**config.mk**
```make
export PLATFORM = sky130hd
export DESIGN_NAME = n_clic_pipe_flat
export DESIGN_NICKNAME = d
export VERILOG_FILES = /design/src/rtl/n_clic_pipe_if.sv /design/src/rtl/n_clic_pipe.sv /design/src/flat_wrapper.sv
export SDC_FILE = /design/constraint.sdc
export NUM_CORES = 2
export LEC_CHECK = 0
export ABC_CLOCK_PERIOD_IN_PS = 35700
export CAP_MARGIN = 20
export CORE_ASPECT_RATIO = 1.2
export CORE_MARGIN = 1
export CORE_UTILIZATION = 54
export DETAILED_ROUTE_END_ITERATION = 6
export HOLD_SLACK_MARGIN = 0.03
export PLACE_DENSITY = 0.82
export SKIP_LAST_GASP = 1
export SLEW_MARGIN = 20
export SYNTH_ARGS = -nofsm -noshare
export SYNTH_HDL_FRONTEND = slang
export SYNTH_SLANG_ARGS = --single-unit
```
**constraint.sdc**
```tcl
create_clock -name clk -period 35.7 [get_ports clk]
set_input_delay 8.925 -clock clk [delete_from_list [all_inputs] [get_ports clk]]
set_output_delay 8.925 -clock clk [all_outputs]
set_load 0.03 [all_outputs]
```
**src/rtl/n_clic_pipe_if.sv**
```systemverilog
// CSR bus and PC-redirect bundle between the core and the interrupt controller.
// The core (CSR file / PC mux) is the master; the controller is the slave.
interface n_clic_pipe_if #(
  parameter int NumIrq    = 16,
  parameter int PrioWidth = 4,
  parameter int AddrWidth = 32
);
  localparam int IdWidth = $clog2(NumIrq);

  logic                 csr_we;
  logic [11:0]          csr_addr;
  logic [31:0]          csr_wdata;
  logic [31:0]          csr_rdata;
  logic [AddrWidth-1:0] pc_in;
  logic                 ret_i;
  logic                 int_valid;
  logic [AddrWidth-1:0] int_addr;
  logic [IdWidth-1:0]   int_id;
  logic [PrioWidth-1:0] int_prio;
  logic                 tail_chain;

  modport master (
    output csr_we, csr_addr, csr_wdata, pc_in, ret_i,
    input  csr_rdata, int_valid, int_addr, int_id, int_prio, tail_chain
  );

  modport slave (
    input  csr_we, csr_addr, csr_wdata, pc_in, ret_i,
    output csr_rdata, int_valid, int_addr, int_id, int_prio, tail_chain
  );
endinterface

```
**src/rtl/n_clic_pipe.sv**
```systemverilog
// Pipelined core-local interrupt controller.
// Stage 1 scans enabled+pended entries for the highest priority (lowest index
// wins ties) and registers the winner. Stage 2 re-qualifies that candidate
// against the live pend/enable state and decides take / tail-chain / return.
// Nesting is tracked on a bounded stack of {return PC, saved threshold}.
module n_clic_pipe #(
  parameter int          NumIrq     = 16,
  parameter int          PrioWidth  = 4,
  parameter int          NumLevels  = 8,
  parameter int          AddrWidth  = 32,
  parameter logic [11:0] EntryBase  = 12'hB00,
  parameter logic [11:0] VecBase    = 12'hB40,
  parameter logic [11:0] ThreshAddr = 12'h347,
  parameter logic [11:0] LevelAddr  = 12'h350
) (
  input  logic                             clk,
  input  logic                             reset,
  input  logic [NumIrq-1:0]                irq_i,
  input  logic                             mie,
  n_clic_pipe_if.slave                     bus,
  output logic [$clog2(NumLevels+1)-1:0]   level_out,
  output logic                             stack_err
);
  localparam int IdW  = $clog2(NumIrq);
  localparam int LvW  = $clog2(NumLevels + 1);
  localparam int PtrW = (NumLevels > 1) ? $clog2(NumLevels) : 1;

  // Per-entry configuration and pend state
  logic [NumIrq-1:0]    pend_reg, en_reg, trig_reg, irq_q_reg;
  logic [PrioWidth-1:0] prio_reg [NumIrq];
  logic [31:0]          vec_reg  [NumIrq];

  // Controller state
  logic [PrioWidth-1:0] thresh_reg;
  logic [AddrWidth-1:0] stk_pc_reg [NumLevels];
  logic [PrioWidth-1:0] stk_th_reg [NumLevels];
  logic [LvW-1:0]       level_reg;
  logic                 stack_err_reg;

  // Registered stage-1 result
  logic                 cand_valid_reg;
  logic [IdW-1:0]       cand_id_reg;
  logic [PrioWidth-1:0] cand_prio_reg;

  logic                 scan_found;
  logic [IdW-1:0]       scan_id;
  logic [PrioWidth-1:0] scan_prio;

  logic [NumIrq-1:0]    entry_we, vec_we, hw_set, take_clr, pend_next;
  logic                 thresh_we;
  logic                 cand_qual, stack_empty, stack_full;
  logic                 act_take, act_tail, act_pop, act_err;
  logic [PtrW-1:0]      top_idx, push_idx;
  logic [PrioWidth-1:0] top_th;
  logic [AddrWidth-1:0] top_pc;
  logic [33:0]          vec_word;
  logic [AddrWidth-1:0] handler_addr;

  assign thresh_we = bus.csr_we && (bus.csr_addr == ThreshAddr);

  // Per-entry CSR decode and pend update: a hardware set overrides both a CSR
  // write of 0 and the clear caused by entering this vector.
  for (genvar gi = 0; gi < NumIrq; gi++) begin : g_entry
    assign entry_we[gi]  = bus.csr_we && (bus.csr_addr == EntryBase + 12'(gi));
    assign vec_we[gi]    = bus.csr_we && (bus.csr_addr == VecBase + 12'(gi));
    assign hw_set[gi]    = trig_reg[gi] ? (irq_i[gi] & ~irq_q_reg[gi]) : irq_i[gi];
    assign take_clr[gi]  = (act_take || act_tail) && (cand_id_reg == IdW'(gi));
    assign pend_next[gi] = hw_set[gi] |
                           (~take_clr[gi] & (entry_we[gi] ? bus.csr_wdata[0] : pend_reg[gi]));
  end

  // Stage 1: priority scan over enabled+pended entries, lowest index on ties
  always_comb begin
    scan_found = 1'b0;
    scan_id    = '0;
    scan_prio  = '0;
    for (int i = 0; i < NumIrq; i++) begin
      if (en_reg[i] && pend_reg[i] && (!scan_found || prio_reg[i] > scan_prio)) begin
        scan_found = 1'b1;
        scan_id    = IdW'(i);
        scan_prio  = prio_reg[i];
      end
    end
  end

  assign top_idx      = PtrW'(level_reg - LvW'(1));
  assign push_idx     = PtrW'(level_reg);
  assign top_th       = stk_th_reg[top_idx];
  assign top_pc       = stk_pc_reg[top_idx];
  assign stack_empty  = (level_reg == '0);
  assign stack_full   = (level_reg == LvW'(NumLevels));
  assign cand_qual    = cand_valid_reg && en_reg[cand_id_reg] && pend_reg[cand_id_reg];
  assign vec_word     = {vec_reg[cand_id_reg], 2'b00};
  assign handler_addr = AddrWidth'(vec_word);

  // Stage 2 decision: return beats take; an empty-stack return only flags an error
  always_comb begin
    act_err  = 1'b0;
    act_tail = 1'b0;
    act_pop  = 1'b0;
    act_take = 1'b0;
    if (!reset) begin
      if (bus.ret_i) begin
        if (stack_empty)                              act_err  = 1'b1;
        else if (cand_qual && cand_prio_reg > top_th) act_tail = 1'b1;
        else                                          act_pop  = 1'b1;
      end else if (mie && cand_qual && cand_prio_reg > thresh_reg && !stack_full) begin
        act_take = 1'b1;
      end
    end
  end

  // PC redirect outputs for the chosen action
  always_comb begin
    bus.int_valid  = 1'b0;
    bus.tail_chain = 1'b0;
    bus.int_addr   = '0;
    bus.int_id     = '0;
    bus.int_prio   = '0;
    if (act_take || act_tail) begin
      bus.int_valid  = 1'b1;
      bus.tail_chain = act_tail;
      bus.int_addr   = handler_addr;
      bus.int_id     = cand_id_reg;
      bus.int_prio   = cand_prio_reg;
    end else if (act_pop) begin
      bus.int_valid  = 1'b1;
      bus.int_addr   = top_pc;
      bus.int_prio   = top_th;
    end
  end

  // CSR read mux; unmapped addresses read as zero
  always_comb begin
    bus.csr_rdata = '0;
    if (bus.csr_addr == ThreshAddr) bus.csr_rdata = 32'(thresh_reg);
    if (bus.csr_addr == LevelAddr)  bus.csr_rdata = 32'(level_reg);
    for (int i = 0; i < NumIrq; i++) begin
      if (bus.csr_addr == EntryBase + 12'(i))
        bus.csr_rdata = 32'({prio_reg[i], trig_reg[i], en_reg[i], pend_reg[i]});
      if (bus.csr_addr == VecBase + 12'(i))
        bus.csr_rdata = vec_reg[i];
    end
  end

  // Entry configuration, vector registers, pend bits and edge-detect history
  always_ff @(posedge clk) begin
    if (reset) begin
      pend_reg  <= '0;
      en_reg    <= '0;
      trig_reg  <= '0;
      irq_q_reg <= '0;
      for (int i = 0; i < NumIrq; i++) begin
        prio_reg[i] <= '0;
        vec_reg[i]  <= '0;
      end
    end else begin
      irq_q_reg <= irq_i;
      pend_reg  <= pend_next;
      for (int i = 0; i < NumIrq; i++) begin
        if (entry_we[i]) begin
          en_reg[i]   <= bus.csr_wdata[1];
          trig_reg[i] <= bus.csr_wdata[2];
          prio_reg[i] <= bus.csr_wdata[3 +: PrioWidth];
        end
        if (vec_we[i]) vec_reg[i] <= bus.csr_wdata;
      end
    end
  end

  // Register the stage-1 winner so stage 2 sees it one cycle later
  always_ff @(posedge clk) begin
    if (reset) begin
      cand_valid_reg <= 1'b0;
      cand_id_reg    <= '0;
      cand_prio_reg  <= '0;
    end else begin
      cand_valid_reg <= scan_found;
      cand_id_reg    <= scan_id;
      cand_prio_reg  <= scan_prio;
    end
  end

  // Threshold, return stack and sticky error; controller updates beat CSR writes
  always_ff @(posedge clk) begin
    if (reset) begin
      thresh_reg    <= '0;
      level_reg     <= '0;
      stack_err_reg <= 1'b0;
      for (int i = 0; i < NumLevels; i++) begin
        stk_pc_reg[i] <= '0;
        stk_th_reg[i] <= '0;
      end
    end else begin
      if (act_take) begin
        stk_pc_reg[push_idx] <= bus.pc_in;
        stk_th_reg[push_idx] <= thresh_reg;
        level_reg            <= level_reg + LvW'(1);
      end else if (act_pop) begin
        level_reg <= level_reg - LvW'(1);
      end
      if (act_take || act_tail) thresh_reg <= cand_prio_reg;
      else if (act_pop)         thresh_reg <= top_th;
      else if (thresh_we)       thresh_reg <= bus.csr_wdata[PrioWidth-1:0];
      if (act_err) stack_err_reg <= 1'b1;
    end
  end

  assign level_out = level_reg;
  assign stack_err = stack_err_reg;

endmodule

```
**src/flat_wrapper.sv**
```systemverilog
// flat-port wrapper written by rule: the top's interface ports become plain ports
module n_clic_pipe_flat 
#(
  parameter int          NumIrq     = 16,
  parameter int          PrioWidth  = 4,
  parameter int          NumLevels  = 8,
  parameter int          AddrWidth  = 32,
  parameter logic [11:0] EntryBase  = 12'hB00,
  parameter logic [11:0] VecBase    = 12'hB40,
  parameter logic [11:0] ThreshAddr = 12'h347,
  parameter logic [11:0] LevelAddr  = 12'h350
)
  (clk, reset, irq_i, mie, level_out, stack_err, bus_csr_we, bus_csr_addr, bus_csr_wdata, bus_pc_in, bus_ret_i, bus_csr_rdata, bus_int_valid, bus_int_addr, bus_int_id, bus_int_prio, bus_tail_chain);
  n_clic_pipe_if #(.NumIrq(NumIrq), .PrioWidth(PrioWidth), .AddrWidth(AddrWidth)) bus_i ();
  input  logic clk;
  input  logic reset;
  input  logic [NumIrq-1:0] irq_i;
  input  logic mie;
  output logic [$clog2(NumLevels+1)-1:0] level_out;
  output logic stack_err;
  input wire logic [$bits(bus_i.csr_we)-1:0] bus_csr_we;
  input wire logic [$bits(bus_i.csr_addr)-1:0] bus_csr_addr;
  input wire logic [$bits(bus_i.csr_wdata)-1:0] bus_csr_wdata;
  input wire logic [$bits(bus_i.pc_in)-1:0] bus_pc_in;
  input wire logic [$bits(bus_i.ret_i)-1:0] bus_ret_i;
  output wire logic [$bits(bus_i.csr_rdata)-1:0] bus_csr_rdata;
  output wire logic [$bits(bus_i.int_valid)-1:0] bus_int_valid;
  output wire logic [$bits(bus_i.int_addr)-1:0] bus_int_addr;
  output wire logic [$bits(bus_i.int_id)-1:0] bus_int_id;
  output wire logic [$bits(bus_i.int_prio)-1:0] bus_int_prio;
  output wire logic [$bits(bus_i.tail_chain)-1:0] bus_tail_chain;
  assign bus_i.csr_we = bus_csr_we;
  assign bus_i.csr_addr = bus_csr_addr;
  assign bus_i.csr_wdata = bus_csr_wdata;
  assign bus_i.pc_in = bus_pc_in;
  assign bus_i.ret_i = bus_ret_i;
  assign bus_csr_rdata = bus_i.csr_rdata;
  assign bus_int_valid = bus_i.int_valid;
  assign bus_int_addr = bus_i.int_addr;
  assign bus_int_id = bus_i.int_id;
  assign bus_int_prio = bus_i.int_prio;
  assign bus_tail_chain = bus_i.tail_chain;
  n_clic_pipe #(.NumIrq(NumIrq), .PrioWidth(PrioWidth), .NumLevels(NumLevels), .AddrWidth(AddrWidth), .EntryBase(EntryBase), .VecBase(VecBase), .ThreshAddr(ThreshAddr), .LevelAddr(LevelAddr)) u_core (.clk(clk), .reset(reset), .irq_i(irq_i), .mie(mie), .bus(bus_i), .level_out(level_out), .stack_err(stack_err));
endmodule
```
### Yosys cells after proc, flatten, opt, wreduce, memory -nomap -nowiden

Memories as Yosys holds them, arrays and structs flattened. A register that Yosys moved wholly into a read port is not among the register bits.
Cells that the tools add are included.
Widths: inputs -> output; s select.

* $add $sub $neg: 2
* $lt $le $gt $ge: 18
* equal/unequal tests: 50
* mux-type cells: 284
* bitwise logic cells: 112
* reduce and logical (&&, ||, !) cells: 124

Operator list (number)
* $mux 32: 50
* $eq 12x12->1 const B: 32
* $mux 4: 52
* $mux 1: 171
* $logic_and 1x1->1: 86
* $gt 4x4->1: 17
* $or 1x1->1: 48
* $eq 4x4->1 const B: 9
* $and 1x1->1: 32
* $not 1->1: 32
* $reduce_or 32->1: 1
* $eq 12x10->1 const B: 2
* $mux 3: 6
* $eq 4x3->1 const B: 4
* $logic_not 1->1: 16
* $logic_or 1x1->1: 16
* $bmux 1 s4: 2
* $eq 4x2->1 const B: 2
* $logic_not 4->1: 2
* $mux 7: 1
* $lt 4x5->1 const B: 1
* $add 4x1->4 const B: 1
* $eq 4x1->1 const B: 1
* $mux 2: 2
* other kinds (4): 4

* register bits after elaboration: 82
* bits in writable memories: 864
* input bits: 97
* output and inout port bits: 79
* word-level logic and storage cells: 634
* memories: 4

Memory list
* u_core.vec_reg: depth 16, width 32, rd ports 17, clocked after memory_dff 1, wr ports 16, line n_clic_pipe.sv:31 `logic [31:0] vec_reg [NumIrq];`
* u_core.stk_pc_reg: depth 8, width 32, rd ports 1, clocked after memory_dff 0, wr ports 8, line n_clic_pipe.sv:35 `logic [AddrWidth-1:0] stk_pc_reg [NumLevels];`
* u_core.prio_reg: depth 16, width 4, rd ports 16, clocked after memory_dff 0, wr ports 16, line n_clic_pipe.sv:30 `logic [PrioWidth-1:0] prio_reg [NumIrq];`
* u_core.stk_th_reg: depth 8, width 4, rd ports 1, clocked after memory_dff 0, wr ports 8, line n_clic_pipe.sv:36 `logic [PrioWidth-1:0] stk_th_reg [NumLevels];`

### Logic depth before layout (Yosys ltp)

* word-level depth: 63
* mapped depth: 134
* mapped depth without buffers: 129

### Worst setup path after synthesis

OpenSTA, ideal clock, no wires.

* path type: register to register
* start point: register u_core.pend_reg[0]
* end point: register u_core.cand_prio_reg[1]
* setup time: 133 ps
* arrival time: 21493 ps
* data required time: 35567 ps
* slack: 14073 ps
* stages on the path, launching flop included: 122
* buffers on the path: 5
* clock period less this slack: 21627 ps
* path through: dfxtp_1 -> buf_6 -> and3_2 -> inv_1 -> ha_1 -> nand4_1 -> o21bai_1 -> a21oi_1 -> mux2i_1 -> inv_1 -> ha_1 -> nor2b_1 -> o211ai_1 -> a31o_2 -> mux2_2 -> inv_1 -> ha_1 -> a21oi_1 -> [86 not listed] -> a21oi_1 -> a41o_1 -> a21o_1 -> clkbuf_1 -> nor2_1 -> a21o_2 -> ha_1 -> nor2b_1 -> o21ai_0 -> nand2b_1 -> a21oi_1 -> a41oi_1 -> nor2_1 -> nor2_1 -> clkbuf_1 -> nor4b_1 -> a31oi_1 -> o41ai_2

* word-level cells in the longest chain between the ends: 62
* elaborated cells on any way between the ends: 92
* classes of those cells: 15 x order compare; 31 x mux; 46 x reduce/logical

Ends and longest elaborated chain
* start: declaration: line n_clic_pipe.sv:29 `logic [NumIrq-1:0] pend_reg, en_reg, trig_reg, irq_q_reg;`
* start signal: assignment: line n_clic_pipe.sv:159 `pend_reg <= pend_next;`
* $logic_and 1x1->1 *: line n_clic_pipe.sv:78 `if (en_reg[i] && pend_reg[i] && (!scan_found || prio_reg[i] > scan_prio)) begin`
* $mux 4 or $mux 1 (tied branches): line n_clic_pipe.sv:78
* $gt 4x4->1 or $logic_not 1->1 (tied branches): line n_clic_pipe.sv:78
* $logic_or 1x1->1: line n_clic_pipe.sv:78
* $logic_and 1x1->1: line n_clic_pipe.sv:78
* $mux 4 or $mux 1 (tied branches): line n_clic_pipe.sv:78
* $gt 4x4->1 or $logic_not 1->1 (tied branches): line n_clic_pipe.sv:78
* $logic_or 1x1->1: line n_clic_pipe.sv:78
* [46 not listed]
* $gt 4x4->1 or $logic_not 1->1 (tied branches): line n_clic_pipe.sv:78
* $logic_or 1x1->1: line n_clic_pipe.sv:78
* $logic_and 1x1->1: line n_clic_pipe.sv:78
* $mux 4 or $mux 1 (tied branches): line n_clic_pipe.sv:78
* $gt 4x4->1 or $logic_not 1->1 (tied branches): line n_clic_pipe.sv:78
* $logic_or 1x1->1: line n_clic_pipe.sv:78
* $logic_and 1x1->1: line n_clic_pipe.sv:78
* $mux 4 *: line n_clic_pipe.sv:78
* end signal: assignment: line n_clic_pipe.sv:180 `cand_prio_reg <= scan_prio;`
* end: declaration: line n_clic_pipe.sv:43 `logic [PrioWidth-1:0] cand_prio_reg;`

Every way passes the cells marked *; elsewhere a longest branch is shown, timed or not.
A chain may end at the register's enable or synchronous reset.

### Final worst setup path

* start point: register u_core.pend_reg[0]
* end point: register u_core.cand_prio_reg[2]

The elaborated chain is that of the path after synthesis.

==> flow_summary.ini <==
[clock_tree]
clk_root_buffer_cell = sky130_fd_sc_hd__clkbuf_16
h-tree-depth = 3
count_of_instances_resized_after_the_clock_tree_is_built = 0
hold_bufs_inserted_after_cts = 0
post_cts_setup_buffers = 0
tritoncts_clock_tree = yes
clock_transition_at_path_regs_ps = 70
cts_made_buffers = 91
cts.sink_count = 946
insertion_delay_ps = 670
ctsLongestPathBuffers = 3

[synth]
synth_top_cells_by_count = sky130_fd_sc_hd__edfxtp_1, sky130_fd_sc_hd__nor2_1, sky130_fd_sc_hd__nand2_1, sky130_fd_sc_hd__and2_1, sky130_fd_sc_hd__clkbuf_1
syn-cell-area_mm2 = 0.0464
synth_most_common_cell = sky130_fd_sc_hd__edfxtp_1
synth_async_sr_flop_share_pct = 0
synth_enable_flop_cells = 864
syn-mean-instance-area_um2 = 12.9
synth_seq_cells = 946
synth.distinct_cells = 89
yosys_warnings = 0
netlist.area_leader.share_pct = 55.9
ys_top_cells_by_area = sky130_fd_sc_hd__edfxtp_1, sky130_fd_sc_hd__mux4_2, sky130_fd_sc_hd__nor2_1, sky130_fd_sc_hd__and2_1, sky130_fd_sc_hd__dfxtp_1
synth_largest_area_cell = sky130_fd_sc_hd__edfxtp_1
synth_cells = 3596
share_of_synthesized_area_occupied_by_flip_flops_and_latches_pct = 59.5
syn-num-nets = 3756
synth_flop_cell = sky130_fd_sc_hd__edfxtp_1

[setup_path]
element_type_at_the_critical_path_end = flop
worst-setup-path-type = reg2reg
critPathRequiredTime_ps = 36260
crit_path_top_delay_cell = sky130_fd_sc_hd__nor2_1
reg2reg_slack_ps = 10640
worst_path_most_repeated_cell = sky130_fd_sc_hd__a21oi_1
critPathLaunchType = flop
startpoint_of_the_lowest_slack_register_to_register_path = u_core.pend_reg[0]
cp_max_fo = 14
startpoint = u_core.pend_reg[0]
cp_slowest_stage_delay_ps = 650
cp_data_arrival_time_ps = 25620

[sta]
timing_worst_slew_pin_value_ps = 1220
setup_viol = 0
period_minus_ws_final_ps = 25060
clock.fmax_mhz = 39.9
holdWs_ps = 468
max_slew_margin_pct = 18.7
fin_crit_sh_pct = 70.2
grt_setup_unrepaired = no
final_hold_viol_count = 0
skew_ps = 39.1
finalSetupTns_ps = 0
slew_viol_final = 0

[run]
maxCapViolations = 0

[floorplan]
std_cell_rows = 117
die_area_mm2 = 0.0871
die_width_um = 270
die_height_um = 323
design.core.area_mm2 = 0.0849
effective_utilization_at_floorplan_pct = 54.6
design.portCount = 176

[power_and_ir_drop]
power.clock.fraction_pct = 40.8
post_layout_total_power_uw = 2410
p_switching_uw = 548
power.internal_uw = 1860
static-leakage-power_uw = 0.0175
peakVddDrop_uv = 35.6
switching_share_pct = 22.7
power.combinational.fraction_pct = 4.8
seq_power_share_pct = 54.4
powerDensity_mw_per_mm2 = 45.9

[global_routing]
globalRouteOverflowTotal = 0
grt_start_max_net_pins = 87
grt_use_total_pct = 32.9
grt_antenna_before_repair = 11
grt_pass1_vias = 33500
grt_pass1_wl_um = 212000

[min_path]
timing.hold.worst.start = u_core.irq_q_reg[7]
hold_path.class = reg2reg

[final_layout]
multi_input_comb_area_mm2 = 0.0177
design.final.nets = 3826
layout_cells_sized_above_1_pct = 15.0
area.growth.synth_to_final_pct = 13.2
layout.cells.non_filler = 4874
n_fill_cell = 6109
seq_area_mm2 = 0.0276
largest_register_ffs = 512

[drt]
drc_errors = 2
viasPerCell = 7.03
drt_pass1_iterations = 7
detail-route-antenna-nets = 0
detail_route.iter0.violations = 6391
routed_wirelength_um = 147000
via_count = 34300
routedWlPerCell_um = 30.2

[placement]
placed_cells = 4699
place_congestion = 1.00
hpwl_um = 90700
portBuffers = 175

[outcome]
failing_checks = design-rule violations
status = finished with violations
-- critical path, delay by kind of cell, from the launching register on --
family,cells,cell delay [ps]
adder cells (fa/ha/maj),15,4320
AND/OR/NAND/NOR,31,4660
buffers and inverters,6,550
AO/OA/AOI/OAI,58,11960
flip-flops,1,470
multiplexers,8,2980
-- power groups by stage --
| stage | Sequential (uW) | Combinational, uW | Clock (uW) |
|---|---|---|---|
| 2_1_floorplan | 1310 | 64.3 | 0 |
| 3_3_place_gp | 1320 | 110 | 0 |
| 3_5_place_dp | 1330 | 112 | 0 |
| 4_1_cts | 1310 | 113 | 978 |
| 5_1_grt | 1310 | 121 | 1020 |
| 6_report | 1310 | 116 | 983 |
-- stage by stage --
stage	area, um^2	setup WS (ps)	utilization, %
after floorplan	46400	14070	-
after global placement	49300	11590	58.1
after detailed placement	49300	11070	58.1
after CTS	52300	10980	61.6
after global routing	52500	8580	61.8
final	52500	10640	61.8
-- path summary, 6_finish.rpt --
kind | to | cells after the start
hold reg to reg | u_core.pend_reg[7] | 3
setup reg to reg | u_core.cand_prio_reg[2] | 118
hold / removal | u_core.pend_reg[7] | 3
setup / recovery | u_core.cand_prio_reg[2] | 118
-- placed cells by master, fill, tap and decap left out, types with 17 or more instances in the layout --
cell	instances
sky130_fd_sc_hd__buf_4	71
sky130_fd_sc_hd__mux2_2	23
sky130_fd_sc_hd__clkbuf_16	94
sky130_fd_sc_hd__nand2b_1	17
sky130_fd_sc_hd__nor3_1	46
sky130_fd_sc_hd__mux2i_1	55
sky130_fd_sc_hd__o21ai_0	100
sky130_fd_sc_hd__a21oi_1	108
sky130_fd_sc_hd__dfxtp_1	77
sky130_fd_sc_hd__a22oi_1	106
sky130_fd_sc_hd__nand3_1	59
sky130_fd_sc_hd__nand4_1	46
sky130_fd_sc_hd__and4_1	25
sky130_fd_sc_hd__clkdlybuf4s50_1	173
sky130_fd_sc_hd__inv_1	96
sky130_fd_sc_hd__and2_1	266
sky130_fd_sc_hd__edfxtp_1	864
sky130_fd_sc_hd__nand2_1	257
sky130_fd_sc_hd__mux4_2	225
sky130_fd_sc_hd__ha_1	62
sky130_fd_sc_hd__nor2_1	459
sky130_fd_sc_hd__a222oi_1	91
sky130_fd_sc_hd__nor2b_1	36
-- cell type report --
cell class	count	share of cell area, %
timing repair buffer	249	4.52
multi-input combinational	2277	33.7
inverter	101	0.725
sequential	946	52.6
antenna	8	0.0381
tap	1130	2.69
clock buffer	117	4.78
clock inverter	46	0.923
-- cell families (layout without fill, tap and decap cells) --
kind of cell    Yosys count  in the layout  synth area share, %
compound gates          594            594                 9.38
mux                     303            303                 12.7
flops                   946            946                 59.5
other cells               0              8                    0
fa+ha+maj                64             64                 1.72
buf+inv                 373            513                 3.05
simple gates           1312           1312                 13.6
xor+xnor                  4              4               0.0756
-- layer usage --
layer | up-vias | track usage, % | wire length [um]
met3 | 675 | 8.17 | 20100
met1 | 16500 | 40.2 | 47700
li1 | 14000 | - | -
met5 | - | 0 | 45
met2 | 3149 | 53.0 | 69400
met4 | 6 | 20.4 | 9710
Note: power is estimated with default switching activity, not from simulation.
